File: src/rtl/ram_fifo_ctrl.sv
// Byte FIFO controller driving an external 64 x 8 single-port RAM.
// Push and pop share the one RAM port; a round-robin flag settles contested cycles.
module ram_fifo_ctrl #(
    parameter int DATA_W = 8,
    parameter int ADDR_W = 6
) (
    input  logic              clk,
    input  logic              rst,
    input  logic              push_valid,
    input  logic [DATA_W-1:0] push_data,
    output logic              push_ready,
    input  logic              pop_req,
    output logic              pop_ready,
    output logic              pop_valid,
    output logic [DATA_W-1:0] pop_data,
    output logic [ADDR_W:0]   count,
    output logic              empty,
    output logic              full,
    output logic [DATA_W-1:0] ram_data,
    output logic [ADDR_W-1:0] ram_addr,
    output logic              ram_we,
    input  logic [DATA_W-1:0] ram_out
);

    localparam logic [ADDR_W:0]   FULL_CNT = {1'b1, {ADDR_W{1'b0}}};
    localparam logic [ADDR_W:0]   CNT_ONE  = (ADDR_W + 1)'(1);
    localparam logic [ADDR_W-1:0] PTR_ONE  = ADDR_W'(1);

    typedef enum logic {
        PRIO_POP  = 1'b0,
        PRIO_PUSH = 1'b1
    } prio_t;

    logic [ADDR_W-1:0] wr_ptr;
    logic [ADDR_W-1:0] rd_ptr;
    prio_t             prio;
    logic              rd_pend;

    logic push_elig;
    logic pop_elig;
    logic push_grant;
    logic pop_grant;
    logic contested;

    // NOTE: every output of this block gets a default first, so no path leaves a latch.
    always_comb begin
        empty      = 1'b0;
        full       = 1'b0;
        push_elig  = 1'b0;
        pop_elig   = 1'b0;
        pop_ready  = 1'b0;
        push_ready = 1'b0;
        push_grant = 1'b0;
        pop_grant  = 1'b0;
        contested  = 1'b0;
        ram_we     = 1'b0;
        ram_addr   = rd_ptr;
        ram_data   = push_data;

        empty     = (count == '0);
        full      = (count == FULL_CNT);
        push_elig = push_valid && !full;
        pop_elig  = pop_req && !empty;
        contested = push_elig && pop_elig;

        // Pop wins when push is absent, blocked by full, or had the last contested grant.
        if (!rst) begin
            pop_ready  = pop_elig && (!push_valid || full || prio == PRIO_PUSH);
            push_ready = !full && !(pop_ready && pop_req);
        end

        push_grant = push_valid && push_ready;
        pop_grant  = pop_req && pop_ready;

        // Idle and pop cycles both present rd_ptr, so the RAM always holds the next read address.
        if (push_grant) begin
            ram_we   = 1'b1;
            ram_addr = wr_ptr;
        end
    end

    // NOTE: sequential state uses non-blocking assignments so every register samples pre-edge values.
    always_ff @(posedge clk) begin
        if (rst) begin
            wr_ptr    <= '0;
            rd_ptr    <= '0;
            count     <= '0;
            prio      <= PRIO_PUSH;
            rd_pend   <= 1'b0;
            pop_valid <= 1'b0;
            pop_data  <= '0;
        end else begin
            if (push_grant) begin
                wr_ptr <= wr_ptr + PTR_ONE;
            end
            if (pop_grant) begin
                rd_ptr <= rd_ptr + PTR_ONE;
            end

            case ({push_grant, pop_grant})
                2'b10:   count <= count + CNT_ONE;
                2'b01:   count <= count - CNT_ONE;
                default: count <= count;
            endcase

            if (contested) begin
                prio <= pop_grant ? PRIO_POP : PRIO_PUSH;
            end

            // ram_out reflects the address latched at the grant edge, even if a write follows.
            rd_pend   <= pop_grant;
            pop_valid <= rd_pend;
            if (rd_pend) begin
                pop_data <= ram_out;
            end
        end
    end

    a_one_grant : assert property (@(posedge clk) disable iff (rst)
        !(push_grant && pop_grant));

    a_count_range : assert property (@(posedge clk) disable iff (rst)
        count <= FULL_CNT);

    a_no_push_when_full : assert property (@(posedge clk) disable iff (rst)
        full |-> !push_ready);

endmodule

File: config.mk
export PLATFORM = sky130hd
export DESIGN_NAME = ram_fifo_ctrl
export DESIGN_NICKNAME = d
export VERILOG_FILES = /design/src/rtl/ram_fifo_ctrl.sv
export SDC_FILE = /design/constraint.sdc
export NUM_CORES = 1
export LEC_CHECK = 0
export ABC_AREA = 1
export CAP_MARGIN = 25
export CORE_MARGIN = 2
export CORE_UTILIZATION = 40
export DETAILED_ROUTE_END_ITERATION = 6
export PLACE_DENSITY_LB_ADDON = 0.3
export SYNTH_ARGS = -nofsm -noshare
export SYNTH_HDL_FRONTEND = slang
export SYNTH_SLANG_ARGS = --single-unit
File: constraint.sdc
create_clock -name clk -period 3.5 [get_ports clk]
set_clock_uncertainty 0.15 [all_clocks]
set_input_delay 0.35 -clock clk [delete_from_list [all_inputs] [get_ports clk]]
set_output_delay 0.35 -clock clk [all_outputs]
set_load 0.01 [all_outputs]
Word level (Yosys, flattened, before mapping). Index checks and enable logic that the tools add are counted.

Add/sub/neg operators: 4. Equal/unequal tests: 3. Muxes and demuxes: 6. Reduce and logical (&&, ||, !) cells: 16.

Operators by type and width (count): case mux 7 bit (2 select lines) (1); adder 6 x 1 -> 6 bit, second input constant (2); logical AND 1 bit (8); adder 7 x 1 -> 7 bit, second input constant (1); equality test 7 bit, second input constant (1); logical NOT 7 bit (1); subtractor 7 x 1 -> 7 bit, second input constant (1); 2-to-1 mux 6 bit (1); logical NOT 1 bit (4); 2-to-1 mux 1 bit (4); equality test 2 x 1 -> 1 bit, second input constant (1); equality test 2 bit, second input constant (1); logical OR 1 bit (2); nonzero test 2 bit (1).

Register bits after elaboration: 30. Word-level logic and storage cells: 36.

Longest topological paths before layout. Gate-level depths: netlist (run 1).

Depth in word-level cells: 11. Depth in mapped cells: 18. Mapped depth without buffers: 17.

Least setup slack after synthesis (run 1). No wires, ideal clock.

Path type: reg2reg. Start: register count[1]. End: register count[3]. Arrival time: 2.489 ns. Setup slack: 0.805 ns. Stages on the path, launching flop included: 18. Clock period less this slack: 2.695 ns. Cells stage by stage: dfxtp_1 -> inv_1 -> nand2_2 -> nor2_2 -> nand2_2 -> inv_2 -> nor2_4 -> nand3_4 -> buf_6 -> ha_1 -> ha_1 -> nand2_1 -> nand2_1 -> a31o_2 -> and2_0 -> o21ai_0 -> nand2_1 -> inv_1.

Cells in the longest elaborated chain, start to end: 11. Elaborated cells between the ends (all ways): 21. Those cells by class: add/sub (2); eq/ne (3); mux (3); reduce/logical (13).

Ends and longest elaborated chain: from (decl) (line 16) `output logic [ADDR_W:0] count,`; from (signal assigned) (line 101) `2'b10: count <= count + CNT_ONE;`; from (signal assigned) (line 102) `2'b01: count <= count - CNT_ONE;`; from (signal assigned) (line 103) `default: count <= count;`; equality test 7 bit * (line 61) `full = (count == FULL_CNT);`; via full (line 18) `output logic full,`; logical OR 1 bit (2 in a row) (line 68) `pop_ready = pop_elig && (!push_valid || full || prio == PRIO_PUSH);`; logical AND 1 bit (line 68); logical AND 1 bit (line 69) `push_ready = !full && !(pop_ready && pop_req);`; logical NOT 1 bit (line 69); logical AND 1 bit (line 69); 2-to-1 mux 1 bit (line 67) `if (!rst) begin`; logical AND 1 bit (line 72) `push_grant = push_valid && push_ready;`; equality test 2 x 1 -> 1 bit or equality test 2 bit (tied branches) (line 100) `case ({push_grant, pop_grant})`; case mux 7 bit (2 select lines) or nonzero test 2 bit (tied branches).

Mark *: on every way through the listed nets, which the timed path passes. The rest lies on a longest branch. A chain may end at the register's enable or synchronous reset.

Worst setup path in the final report (run 1).
Start: register count[0]. End: output ram_addr[1].

Cells in the longest elaborated chain, start to end: 10. Elaborated cells between the ends (all ways): 14. Those cells by class: eq/ne (1); mux (2); reduce/logical (11).

Ends and longest elaborated chain: equality test 7 bit or logical NOT 7 bit (tied branches) (line 61, 60); logical OR 1 bit or logical NOT 1 bit (tied branches) (line 68, 63); logical OR 1 bit or logical AND 1 bit (tied branches) (line 68, 63); logical AND 1 bit (line 68); logical AND 1 bit (line 69); logical NOT 1 bit (line 69); logical AND 1 bit * (line 69); 2-to-1 mux 1 bit * (line 67); logical AND 1 bit * (line 72); 2-to-1 mux 6 bit * (line 76) `if (push_grant) begin`; to (decl) (line 20) `output logic [ADDR_W-1:0] ram_addr,`.

Mark *: on every way between the ends. The rest lies on a longest branch, timed or not.

==> flow_metrics.tcl, run 1 <==
set metrics [dict create \
    run_status "complete, no violations" \
    overflow 0 \
    synth_common_cells "41 x nand2_1, 32 x inv_1, 30 x dfxtp_1" \
    register_area_sq_um 600.6 \
    crit_path_end_kind "output pin" \
    die-area_sq_mm 0.005074 \
    clock_path_buffers 2 \
    drive_above_1_share_pct 12.86 \
    clk_latency_ns 0.28 \
    io_buffers 38 \
    r2r_setup_slack_ns 0.73 \
    cts_num_sinks 30 \
    syn_to_final_growth_pct 23.88 \
    drt_iter0_drc 108 \
    via_count 1602 \
    syn_inst 248 \
    drv_slew 0 \
    num_antenna_cells 0 \
    track_usage_pct 16.64 \
    drt_wl_total_mm 3.861 \
    cp-start-kind "flip-flop" \
    yosysWarnings 0 \
    maxCapViolations 0 \
    clock.fmax_mhz 355.3 \
    first_pass_iters 4 \
    required_ns 3.00 \
    place_congestion 0.8602 \
    hp-class "reg2reg" \
    critPathKind "reg2out" \
    cts-root-buf "clkbuf_8" \
    antenna_found_initial 0 \
    synthTopCellsByArea "dfxtp_1 33%, nand2_1 8.5%, inv_1 6.6%" \
    ant_nets 0 \
    cts_resized 0 \
    ios 55 \
    p_leak_uw 0.001012 \
    h-tree-depth 2 \
    start_util_pct 41.52 \
    slew_headroom_pct 69.46 \
    yosysMostFrequentCell "nand2_1" \
    path_clk_slew_ns 0.06 \
    hold_viol 0 \
    critPathArrivalTime_ns 2.31 \
    fin_nets 309 \
    synth_top_area_share_pct 33.22 \
    viasPerCell 4.825 \
    powerDensity_mw_per_mm2 703.3 \
    multi_input_area_sq_um 957.2 \
    worstPathMaxFanout 20 \
    cts_setup_buffers 0 \
    fillers 415 \
    holdBufCountCts 0 \
    synth.avg_cell_area_sq_um 7.290 \
    worstPathCellList "nor2_1 -> nand3_1 -> nor2_2 -> nor2_2 -> nand2_4 -> nand3_4 -> buf_4 -> nand2_1 -> o21ai_2 -> clkdlybuf4s50_1" \
    rsz0062_at_grt "false" \
    fp.coreArea_sq_mm 0.004354 \
    die_width_um 71.23 \
    setup_violations 0 \
    tns_ns 0 \
    critPathMaxStageDelay_ns 0.54 \
    crit_path_frequent_cell "nor2_2" \
    synth_ff_type "dfxtp_1" \
    die_y_um 71.23 \
    grt_first_pass_wirelength_mm 6.837 \
    cpMaxStageDelayCell "clkdlybuf4s50_1" \
    ys_ff_latch 30 \
    drc 0 \
    synth.distinct_cells 32 \
    row_count 24 \
    cts_made_buffers 5 \
    cts_tree "yes" \
    min_period_over_period_pct 80.42 \
    grt_max_degree 21 \
    wl_per_cell_um 11.63 \
    hpwl_mm 2.874 \
    synth-edff-count 0 \
    tightest_slew_ns 0.4575 \
    yosysSeqAreaShare_pct 33.22 \
    syn-num-nets 277 \
    yosysTopAreaCell "dfxtp_1" \
    fin_crit_ns 2.815 \
    ir_drop_mv 0.3896 \
    fin_util_pct 51.44 \
    syn_area_sq_mm 0.001808 \
    hold_slack_ns 0.3263 \
    ys_async_sr_fraction_pct 0 \
    grt_pass1_vias 1556 \
]
==> path summary, 6_finish.rpt <==
check,startpoint,endpoint,cells past startpoint
max,count[0],ram_addr[1],10
min,wr_ptr[5],wr_ptr[5],2
max reg2reg,count[0],count[3],15
min reg2reg,wr_ptr[5],wr_ptr[5],2
==> where the power goes <==
group          switching, uW  internal (uW)  total [uW]
logic                    453            361         814
clock network            126            133         259
registers               75.7            427         502
==> registers in the layout (all words and copies together) (netlist names) <==
name       count
pop_data       8
rd_pend        1
rd_ptr         6
prio           1
count          7
pop_valid      1
wr_ptr         6
==> layer usage <==
metal | GRT usage, % | part of all wire (%) | vias to the layer above
met3 | 5.626 | 7.2 | 7
met4 | 5.660 | 1.3 | 0
li1 | - | - | 846
met1 | 21.02 | 47 | 706
met2 | 26.65 | 45 | 43
met5 | 0 | 0 | -
==> cell families after synthesis <==
group           after synthesis  share of synthesized area [%]
simple gates                105                          28.03
buf+inv                      52                          13.84
flops                        30                          33.22
compound gates               43                          13.91
xor+xnor                      9                          4.360
fa+ha+maj                     9                          6.644
==> critical path, delay by kind of cell (launching register included) <==
family / cells / cell delay, ns
buffers and inverters: 2 / 0.79
AO/OA/AOI/OAI: 1 / 0.06
flip-flops: 1 / 0.43
AND/OR/NAND/NOR: 7 / 0.73
==> layout make-up <==
cell class,instances,area share [%]
Clock inverter,2,0.4469
Multi-Input combinational cell,166,42.74
Sequential cell,30,26.82
Inverter,36,6.034
Clock buffer,5,3.073
Tap cell,52,2.905
Timing Repair Buffer,41,17.99
==> through the flow <==
step           total power, uW  cell area [sq um]  setup slack [ns]  std cells
2_1_floorplan             1042               1808            0.8053        248
3_3_place_gp              1311               2161            0.5751        325
3_5_place_dp              1323               2161            0.4965        325
4_1_cts                   1589               2240            0.6728        332
5_1_grt                   1711               2240            0.4204        332
6_report                  1575               2240            0.6853        332
==> cell usage in the layout, fill, tap and decap left out, types with 4 or more instances in the layout <==
cell type,synthesis,final
a21oi_1,16,16
clkbuf_8,0,5
clkdlybuf4s50_1,0,38
dfxtp_1,30,30
ha_1,8,8
inv_1,32,32
nand2_1,41,41
nand2_2,4,4
nand3_1,11,11
nand4_1,8,8
nor2_1,29,29
nor2_2,4,4
o21ai_0,17,17
o21ai_2,6,6
xor2_1,8,8
Note: power is estimated with default switching activity, not from simulation.
==> run 2: changes to the inputs <==
==> constraint.sdc (replaced) <==
create_clock -name clk -period 2.3 [get_ports clk]
set_clock_uncertainty 0.15 [all_clocks]
set_input_delay 0.23 -clock clk [delete_from_list [all_inputs] [get_ports clk]]
set_output_delay 0.23 -clock clk [all_outputs]
set_load 0.01 [all_outputs]
==> run 2 against run 1 <==
Compared with the run above:
- the flow now finishes with violations (setup timing)
- wire length grew 14%
- die area did not move
- clock power rose by 75%
- hold slack worse by 0.016 ns
- sequential power rose by 56%
- register-to-register slack got worse by 0.86 ns
- first-iteration DRC count is 2.8% higher
- setup slack got worse by 0.82 ns
- non-clock buffer count up 31
- critical endpoint is now count[6]
- largest cell class unchanged
==> flow_metrics.tcl, run 2 (synthesis results as in run 1) <==
set metrics [dict create \
    cts_num_sinks 30 \
    drive_above_1_share_pct 32.69 \
    fillers 371 \
    clock_path_buffers 2 \
    fp.coreArea_sq_mm 0.004354 \
    clock.fmax_mhz 411.4 \
    power_uw 3155 \
    fin_nets 340 \
    largest_reg_flops 8 \
    cts_tree "yes" \
    antenna_found_initial 0 \
    critPathKind "reg2reg" \
    row_count 24 \
    setup_violations 5 \
    cp-start-kind "flip-flop" \
    grt_first_pass_wirelength_mm 7.583 \
    start_util_pct 41.52 \
    grt_max_degree 21 \
    final_cell_mix "36 x nand2_1, 29 x clkdlybuf4s50_1, 29 x buf_4, 28 x nor2_1" \
    crit_path_end_kind "flip-flop" \
    clk_latency_ns 0.28 \
    min_period_over_period_pct 105.7 \
    worstPathMaxFanout 6 \
    maxCapViolations 0 \
    cts_made_buffers 5 \
    crit_path_frequent_cell "nand2_1" \
    die_width_um 71.23 \
    hp-class "in2out" \
    worstPathCellList "inv_4 -> nand3_2 -> nor2_2 -> nor2_2 -> nand2_4 -> buf_12 -> nor2_8 -> ha_4 -> buf_6 -> ha_4 -> a21oi_4 -> or2_4 -> nand3_1 -> nand2_1 -> nand2_1 -> nand2_1 -> a21oi_2" \
    overflow 0 \
    top_register "pop_data" \
    num_antenna_cells 0 \
    drc 0 \
    ir_drop_mv 0.6099 \
    critPathTopFamily "simple AND/OR/NAND/NOR gates" \
    ios 55 \
    tightest_slew_ns 0.4046 \
    wl_per_cell_um 12.10 \
    syn_to_final_growth_pct 48.03 \
    fin_ws_ns -0.1307 \
    run_status "finished, violations left" \
    path_clk_slew_ns 0.06 \
    die_y_um 71.23 \
    required_ns 2.37 \
    p_leak_uw 0.001238 \
    violations "setup timing" \
    holdBufCountCts 0 \
    mostFrequentLayoutCell "nand2_1" \
    track_usage_pct 18.79 \
    die-area_sq_mm 0.005074 \
    fin_crit_ns 2.431 \
    cpMaxStageDelayCell "dfxtp_4" \
    tns_ns -0.4550 \
    drv_slew 0 \
    place_congestion 0.7663 \
    drt_iter0_drc 111 \
    h-tree-depth 2 \
    largestRegisters "pop_data: 8 flops, count: 7 flops" \
    critPathMaxStageDelay_ns 0.35 \
    hold_viol 0 \
    drt_wl_total_mm 4.406 \
    hpwl_mm 3.086 \
    viasPerCell 4.690 \
    rsz0062_at_grt "true" \
    path_buf_inv 3 \
    grt_pass1_vias 1662 \
    io_buffers 38 \
    first_pass_iters 4 \
    cts-root-buf "clkbuf_8" \
    powerDensity_mw_per_mm2 1179 \
    critPathArrivalTime_ns 2.50 \
    slew_headroom_pct 73.00 \
    via_count 1707 \
    ant_nets 0 \
]
run 2: cell count changes in the layout (fill, tap and decap cells not counted), sizes merged:
cell / change
dlygate4sd2: +9
inv: +1
buf: +31
clkdlybuf4s50: -9
clkinv: -1
clkbuf: +1
run 2: worst register-to-register path: cells and delay by family, from the launching register on:
kind                     cells  cell delay, ns
AO/OA/AOI/OAI                2            0.16
adder cells (fa/ha/maj)      2            0.49
buffers and inverters        3            0.32
flip-flops                   1            0.35
AND/OR/NAND/NOR             10            0.90
run 2: final cells by class:
type	count	area, sq um	area share (%)
Sequential cell	30	624.3	23.33
Inverter	36	140.1	5.236
Timing Repair Buffer	72	660.6	24.68
Clock buffer	6	82.58	3.086
Multi-Input combinational cell	166	1092	40.81
Tap cell	52	65.06	2.431
Clock inverter	2	11.26	0.4208
run 2: path summary, 6_finish.rpt:
check          startpoint           to  slack [ns]  cells past startpoint
min          push_data[4]  ram_data[4]        0.31                      0
max              count[5]     count[6]       -0.13                     17
min reg2reg          prio         prio        0.33                      2
max reg2reg      count[5]     count[6]       -0.13                     17
run 2: through the flow:
stage / util, % / setup slack (ns) / cells / area [sq um] / hold slack, ns
final: 61.47 / -0.1307 / 364 / 2676 / 0.3100
after global routing: 61.47 / -0.2806 / 364 / 2676 / 0.3100
after CTS: 60.60 / -0.1387 / 363 / 2639 / 0.3101
after detailed placement: 55.17 / -0.2843 / 345 / 2402 / 0.3101
after global placement: 55.17 / -0.2117 / 345 / 2402 / 0.3101
after floorplan: - / -0.1354 / 248 / 1903 / 0.2149
run 2: per-layer routing:
layer / routed length, um / vias up / track usage, %
met1: 2058 / 748 / 23.92
li1: - / 909 / -
met2: 1991 / 42 / 29.42
met5: 0 / - / 0
met3: 287 / 8 / 6.470
met4: 69 / 0 / 7.128
run 2: timing repair:
action	4_1_cts	5_1_grt
endpoints found under the hold margin	0	0
setup endpoints to repair	14	10
gates resized for setup	30	13
setup buffers	10	1
pin swaps	22	22
run 2: power by group:
| group | internal, uW | switching (uW) | total, uW |
|---|---|---|---|
| clock network | 241 | 211 | 452 |
| registers | 677 | 104 | 781 |
| logic | 1010 | 914 | 1920 |
| total | 1930 | 1230 | 3150 |
